[src/rtl/isqrt_pkg.sv]
// -----------------------------------------------------------------------------
// isqrt_pkg
// Shared types and default sizes for the sequential integer square root.
//   state_e      : controller states (IDLE, CALC, DONE)
//   *_DEF        : default radicand / root / counter / remainder / trial widths
//   cnt_w()      : iteration counter width for a given root width
// -----------------------------------------------------------------------------
package isqrt_pkg;

  typedef enum logic [1:0] {
    IDLE = 2'd0,
    CALC = 2'd1,
    DONE = 2'd2
  } state_e;

  // Counter counts OUT_W-1 down to 0; keep at least one bit for tiny roots.
  function automatic int cnt_w(input int out_w);
    return (out_w > 1) ? $clog2(out_w) : 1;
  endfunction

  localparam int IN_W_DEF    = 32;
  localparam int OUT_W_DEF   = IN_W_DEF / 2;
  localparam int CNT_W_DEF   = cnt_w(OUT_W_DEF);
  localparam int REM_W_DEF   = OUT_W_DEF + 1;
  localparam int TRIAL_W_DEF = OUT_W_DEF + 3;

endpackage

[src/rtl/isqrt_step.sv]
// -----------------------------------------------------------------------------
// isqrt_step
// One restoring digit-by-digit square root iteration (purely combinational).
// Brings down two radicand bits, performs a single trial subtraction and
// produces the next partial remainder and partial root.
// Ports:
//   rem_i   [OUT_W:0]   partial remainder in
//   proot_i [OUT_W-1:0] partial root in
//   bits_i  [1:0]       next two radicand bits (MSB first)
//   rem_o   [OUT_W:0]   partial remainder out
//   proot_o [OUT_W-1:0] partial root out
// -----------------------------------------------------------------------------
module isqrt_step
  import isqrt_pkg::*;
#(
  parameter int OUT_W = OUT_W_DEF
) (
  input  logic [OUT_W:0]   rem_i,
  input  logic [OUT_W-1:0] proot_i,
  input  logic [1:0]       bits_i,
  output logic [OUT_W:0]   rem_o,
  output logic [OUT_W-1:0] proot_o
);

  localparam int TRIAL_W = OUT_W + 3;

  logic [TRIAL_W-1:0] r_shift;
  logic [TRIAL_W-1:0] trial;
  logic [OUT_W:0]     diff;

  always_comb begin
    // Full OUT_W+3 bit compare: the shifted remainder may exceed the
    // remainder register width before the subtraction brings it back.
    r_shift = {rem_i, bits_i};
    trial   = {1'b0, proot_i, 2'b01};
    // Only the low bits of the difference survive; modular subtraction
    // gives them exactly whenever r_shift >= trial.
    diff    = r_shift[OUT_W:0] - trial[OUT_W:0];
    if (r_shift >= trial) begin
      rem_o   = diff;
      proot_o = {proot_i[OUT_W-2:0], 1'b1};
    end else begin
      rem_o   = r_shift[OUT_W:0];
      proot_o = {proot_i[OUT_W-2:0], 1'b0};
    end
  end

endmodule

[src/rtl/isqrt_seq.sv]
// -----------------------------------------------------------------------------
// isqrt_seq
// Sequential integer square root: root = floor(sqrt(radicand)) and
// remainder = radicand - root^2, one root bit per clock (restoring method).
// Build option: define ISQRT_ROUND_EN to round the root to nearest
// (saturating); the remainder always refers to the floor root.
// Ports:
//   clk        system clock, rising edge
//   rst        asynchronous, active-high reset
//   in_valid   radicand present            in_ready  block can accept
//   radicand   [IN_W-1:0] unsigned operand
//   out_valid  result present              out_ready consumer accepts
//   root       [OUT_W-1:0] square root
//   remainder  [OUT_W:0]   radicand - floor_root^2
//   busy       high while iterating
// Parameter: IN_W (even, >= 4). OUT_W = IN_W/2 is derived internally.
//
// state | meaning
// IDLE  | waiting for a radicand (in_ready=1 once out of reset)
// CALC  | one root bit per cycle, cnt counts OUT_W-1 down to 0
// DONE  | result held on root/remainder until out_ready
// -----------------------------------------------------------------------------
module isqrt_seq
  import isqrt_pkg::*;
#(
  parameter int IN_W = IN_W_DEF
) (
  input  logic              clk,
  input  logic              rst,
  input  logic              in_valid,
  output logic              in_ready,
  input  logic [IN_W-1:0]   radicand,
  output logic              out_valid,
  input  logic              out_ready,
  output logic [IN_W/2-1:0] root,
  output logic [IN_W/2:0]   remainder,
  output logic              busy
);

  localparam int OUT_W = IN_W / 2;
  localparam int CNT_W = cnt_w(OUT_W);
  localparam int REM_W = OUT_W + 1;

  state_e             state_q, state_d;
  logic [CNT_W-1:0]   cnt_q, cnt_d;
  logic [IN_W-1:0]    rad_q, rad_d;
  logic [REM_W-1:0]   rem_q, rem_d;
  logic [OUT_W-1:0]   proot_q, proot_d;
  logic               rdy_q;

  logic [REM_W-1:0]   step_rem;
  logic [OUT_W-1:0]   step_proot;
  logic [OUT_W-1:0]   root_fin;

  isqrt_step #(
    .OUT_W (OUT_W)
  ) u_step (
    .rem_i   (rem_q),
    .proot_i (proot_q),
    .bits_i  (rad_q[IN_W-1 -: 2]),
    .rem_o   (step_rem),
    .proot_o (step_proot)
  );

`ifdef ISQRT_ROUND_EN
  // Round to nearest: x - r^2 > r  <=>  x >= (r + 0.5)^2 for integer x.
  always_comb begin
    root_fin = step_proot;
    if ((step_rem > {1'b0, step_proot}) && (step_proot != {OUT_W{1'b1}})) begin
      root_fin = step_proot + {{(OUT_W-1){1'b0}}, 1'b1};
    end
  end
`else
  assign root_fin = step_proot;
`endif

  always_comb begin
    state_d = state_q;
    cnt_d   = cnt_q;
    rad_d   = rad_q;
    rem_d   = rem_q;
    proot_d = proot_q;
    case (state_q)
      IDLE: begin
        if (in_valid && rdy_q) begin
          rad_d   = radicand;
          rem_d   = '0;
          proot_d = '0;
          cnt_d   = CNT_W'(OUT_W - 1);
          state_d = CALC;
        end
      end
      CALC: begin
        rad_d = {rad_q[IN_W-3:0], 2'b00};
        rem_d = step_rem;
        if (cnt_q == '0) begin
          proot_d = root_fin;
          state_d = DONE;
        end else begin
          proot_d = step_proot;
          cnt_d   = cnt_q - CNT_W'(1);
        end
      end
      DONE: begin
        if (out_ready) begin
          state_d = IDLE;
        end
      end
      default: state_d = IDLE;
    endcase
  end

  always_ff @(posedge clk or posedge rst) begin
    if (rst) begin
      state_q <= IDLE;
      cnt_q   <= '0;
      rad_q   <= '0;
      rem_q   <= '0;
      proot_q <= '0;
      rdy_q   <= 1'b0;
    end else begin
      state_q <= state_d;
      cnt_q   <= cnt_d;
      rad_q   <= rad_d;
      rem_q   <= rem_d;
      proot_q <= proot_d;
      rdy_q   <= 1'b1;
    end
  end

  // rdy_q keeps in_ready low until the first clock after reset release.
  assign in_ready  = (state_q == IDLE) && rdy_q;
  assign out_valid = (state_q == DONE);
  assign busy      = (state_q == CALC);
  assign root      = proot_q;
  assign remainder = rem_q;

endmodule

[config.mk]
export PLATFORM = sky130hd
export DESIGN_NAME = isqrt_seq
export DESIGN_NICKNAME = d
export VERILOG_FILES = /design/src/rtl/isqrt_pkg.sv /design/src/rtl/isqrt_step.sv /design/src/rtl/isqrt_seq.sv
export SDC_FILE = /design/constraint.sdc
export NUM_CORES = 1
export LEC_CHECK = 0
export BUFFER_PORTS_ARGS = -buffer_cell sky130_fd_sc_hd__buf_2
export CAP_MARGIN = 20
export CORE_ASPECT_RATIO = 0.7
export CORE_UTILIZATION = 45
export DETAILED_ROUTE_END_ITERATION = 10
export GPL_TIMING_DRIVEN = 0
export PLACE_DENSITY = 0.75
export SLEW_MARGIN = 20
export SYNTH_ARGS = -nofsm -noshare
export SYNTH_HDL_FRONTEND = slang
export SYNTH_HIERARCHICAL = 1
export SYNTH_SLANG_ARGS = --single-unit
[constraint.sdc]
create_clock -name clk -period 8 [get_ports clk]
set_clock_uncertainty 0.1 [all_clocks]
set_input_delay 0 -clock clk [delete_from_list [all_inputs] [get_ports clk]]
set_output_delay 0 -clock clk [all_outputs]
set_load 0.02 [all_outputs]
==> metrics.txt <==
Post-synth EDFFs 0; r2r setup slk 4.85 ns; antenna fix cells 0; Synth area leader dfrtp_1; gr ovfl total 0; setup TNS 0 ns; Detailed Route Iter0 Violations 238; Max clock buf depth 2; LEAKAGE 2.64 nW; post-layout util 59.3%; top-count cell post-synth dfrtp_1; Detail Placement HPWL 7350 um; num rows 29; Antenna Nets Post-Route 0; Comb pwr share 63.4%; Seq pwr share 23.8%; Final period util 39.4%; Initial Util 46.6%; GP Congestion 0.943; Hold Violations, Final 0; post-route minimum period 3.15 ns; worst slack, placed 4.96 ns; Final #Nets 582; P_int 1.66 mW; post-synthesis sequential area ratio 42.5%; CTS tree done; final worst slack 4.85 ns; Filler cells 799; pin count of the biggest net entering global routing 54; Max Freq 317 MHz; Setup Crit Path Kind flip-flop to flip-flop; routed wire length 10600 um; top post-synthesis cells by area dfrtp_1, mux2i_1, a22o_1, ha_1, o21ai_0; H-tree lvl count 3; share of the synthesized area in the top cell type 42.5%; Critical Path RT 8.12 ns; type of the tightest min-delay check primary input to asynchronous set/reset pin; synth unique cells 49; I/O pin count 72; sw power 1.26 mW; Warnings, synthesis 6; synthesized netlist cell count 410; Pre-antenna DRT Iters 4; Reg area 1800 um2; most common library cells after synthesis dfrtp_1, o21ai_0, a22o_1; DR DRC count 0; RSZ-0062 raised after global routing false; status complete, no violations; Chip Width 118 um; CP Launch Type flip-flop; power per cell area 541 nW/um2; core area 9110 um2; Mean Syn Cell Area 10.3 um2; IO Port Bufs 71; Synth Cell Area 4240 um2; critical path arrival 3.27 ns; multi-input logic area 2100 um2; antenna violations before repair 0; CTS buffer count 9; peak fanout along the critical path 10; Slew Limit Fails 0; vias in the first global route 3461; IR drop worst, VDD 0.206 mV; first-pass GRT wire length 17500 um; endpoints failing setup 0; Max Cap Viol 0; Root Buffer clkbuf_16; Clk network pwr share 12.8%; Post-synth ARST share 100%; layout cells sized above 1 25.6%; Clock Latency Late Sink 0.33 ns; ys flop type dfrtp_1; total track usage 22.6%; Via density 5.51; # clock sinks 72; endpoint class of the critical path flip-flop; synthesized net count 465; DR WL/cell 16.1 um; flops & latches, synth 72; die area 9820 um2; Slew HR 59.4%; Reg clk slew, reported paths 0.06 ns; Die Ht 83.2 um; Net Sw Frac 43.1%; slew at the pin closest to its max-slew limit 0.601 ns; area delta synth->final 27.4%; vias 3615
path summary, 6_finish.rpt:
path	start	endpoint	cells after the start
max	root[4]	remainder[13]	10
min	rst	remainder[0]	3
max reg2reg	root[4]	remainder[13]	10
min reg2reg	rad_q[13]	rad_q[13]	2
max in group asynchronous	rst	remainder[14]	4
min in group clk	in_valid	cnt_q[3]	4
power by group through the flow:
stage / sequential, mW / clock [mW] / combinational [mW]
3_5_place_dp: 0.700 / 0 / 1.79
2_1_floorplan: 0.748 / 0 / 1.36
5_1_grt: 0.722 / 0.398 / 2.02
4_1_cts: 0.695 / 0.384 / 1.83
6_report: 0.697 / 0.374 / 1.85
3_3_place_gp: 0.689 / 0 / 1.76
cells by family after synthesis:
group	share of synthesized area [%]
DFF	42.5
AOI/OAI and AO/OA	22.8
other	0.0884
adders and majority gates	5.60
muxes	12.5
xor gates and xnor gates	3.10
buffers and inverters	8.02
and+or+nand+nor	5.40
flip-flops by register name (all words and copies together) (netlist names):
name / cells
state_q: 2
cnt_q: 4
root: 16
rdy_q: 1
rad_q: 32
remainder: 17
metrics by stage:
stage	cell area, um2	instances	power [mW]	hold slack, ns
3_5_place_dp	4780	606	2.49	-0.128
6_report	5400	656	2.93	0.0765
4_1_cts	5400	656	2.91	0.0717
5_1_grt	5400	656	3.14	0.107
2_1_floorplan	4240	410	2.11	-0.00846
3_3_place_gp	4750	605	2.45	0.0922
cell usage in the layout, fill, tap and decap left out, types with 14 or more instances in the layout:
cell,count
nor2_1,14
dfrtp_1,72
a21oi_1,17
ha_1,19
buf_2,78
a22o_1,36
o21ai_1,32
o21ai_0,37
mux2i_1,34
buf_4,16
dlygate4sd3_1,34
inv_1,24
what timing repair did:
action / 4_1_cts / 5_1_grt
endpoints found under the hold margin: 105 / 0
setup buffers: 0 / 0
resized for setup: 0 / 0
hold buffers: 34 / 0
worst max-delay path, stage by stage, from the launching register on:
cell      delay, ns
dfrtp_1        0.48
inv_1          0.09
ha_1           0.36
a21o_1         0.22
o21ai_0        0.28
nor2_1         0.16
a21o_1         0.26
a21boi_4       0.37
buf_12         0.21
mux2_4         0.31
a22o_1         0.20
layer usage:
metal / global-route usage [%] / vias up / routed length, um
li1: - / 1721 / -
met1: 33.3 / 1771 / 5330
met2: 33.4 / 107 / 4570
met3: 4.40 / 16 / 502
met4: 6.99 / 0 / 163
met5: 0 / - / 0
cell type report:
cell class / count / share of cell area, %
Buffer: 36 / 4.49
Clock buffer: 10 / 4.42
Clock inverter: 6 / 0.787
Inverter: 26 / 1.85
Multi-Input combinational cell: 276 / 38.9
Sequential cell: 72 / 33.3
Tap cell: 124 / 2.87
Timing Repair Buffer: 106 / 13.4
(Power assumes the default switching activity.)
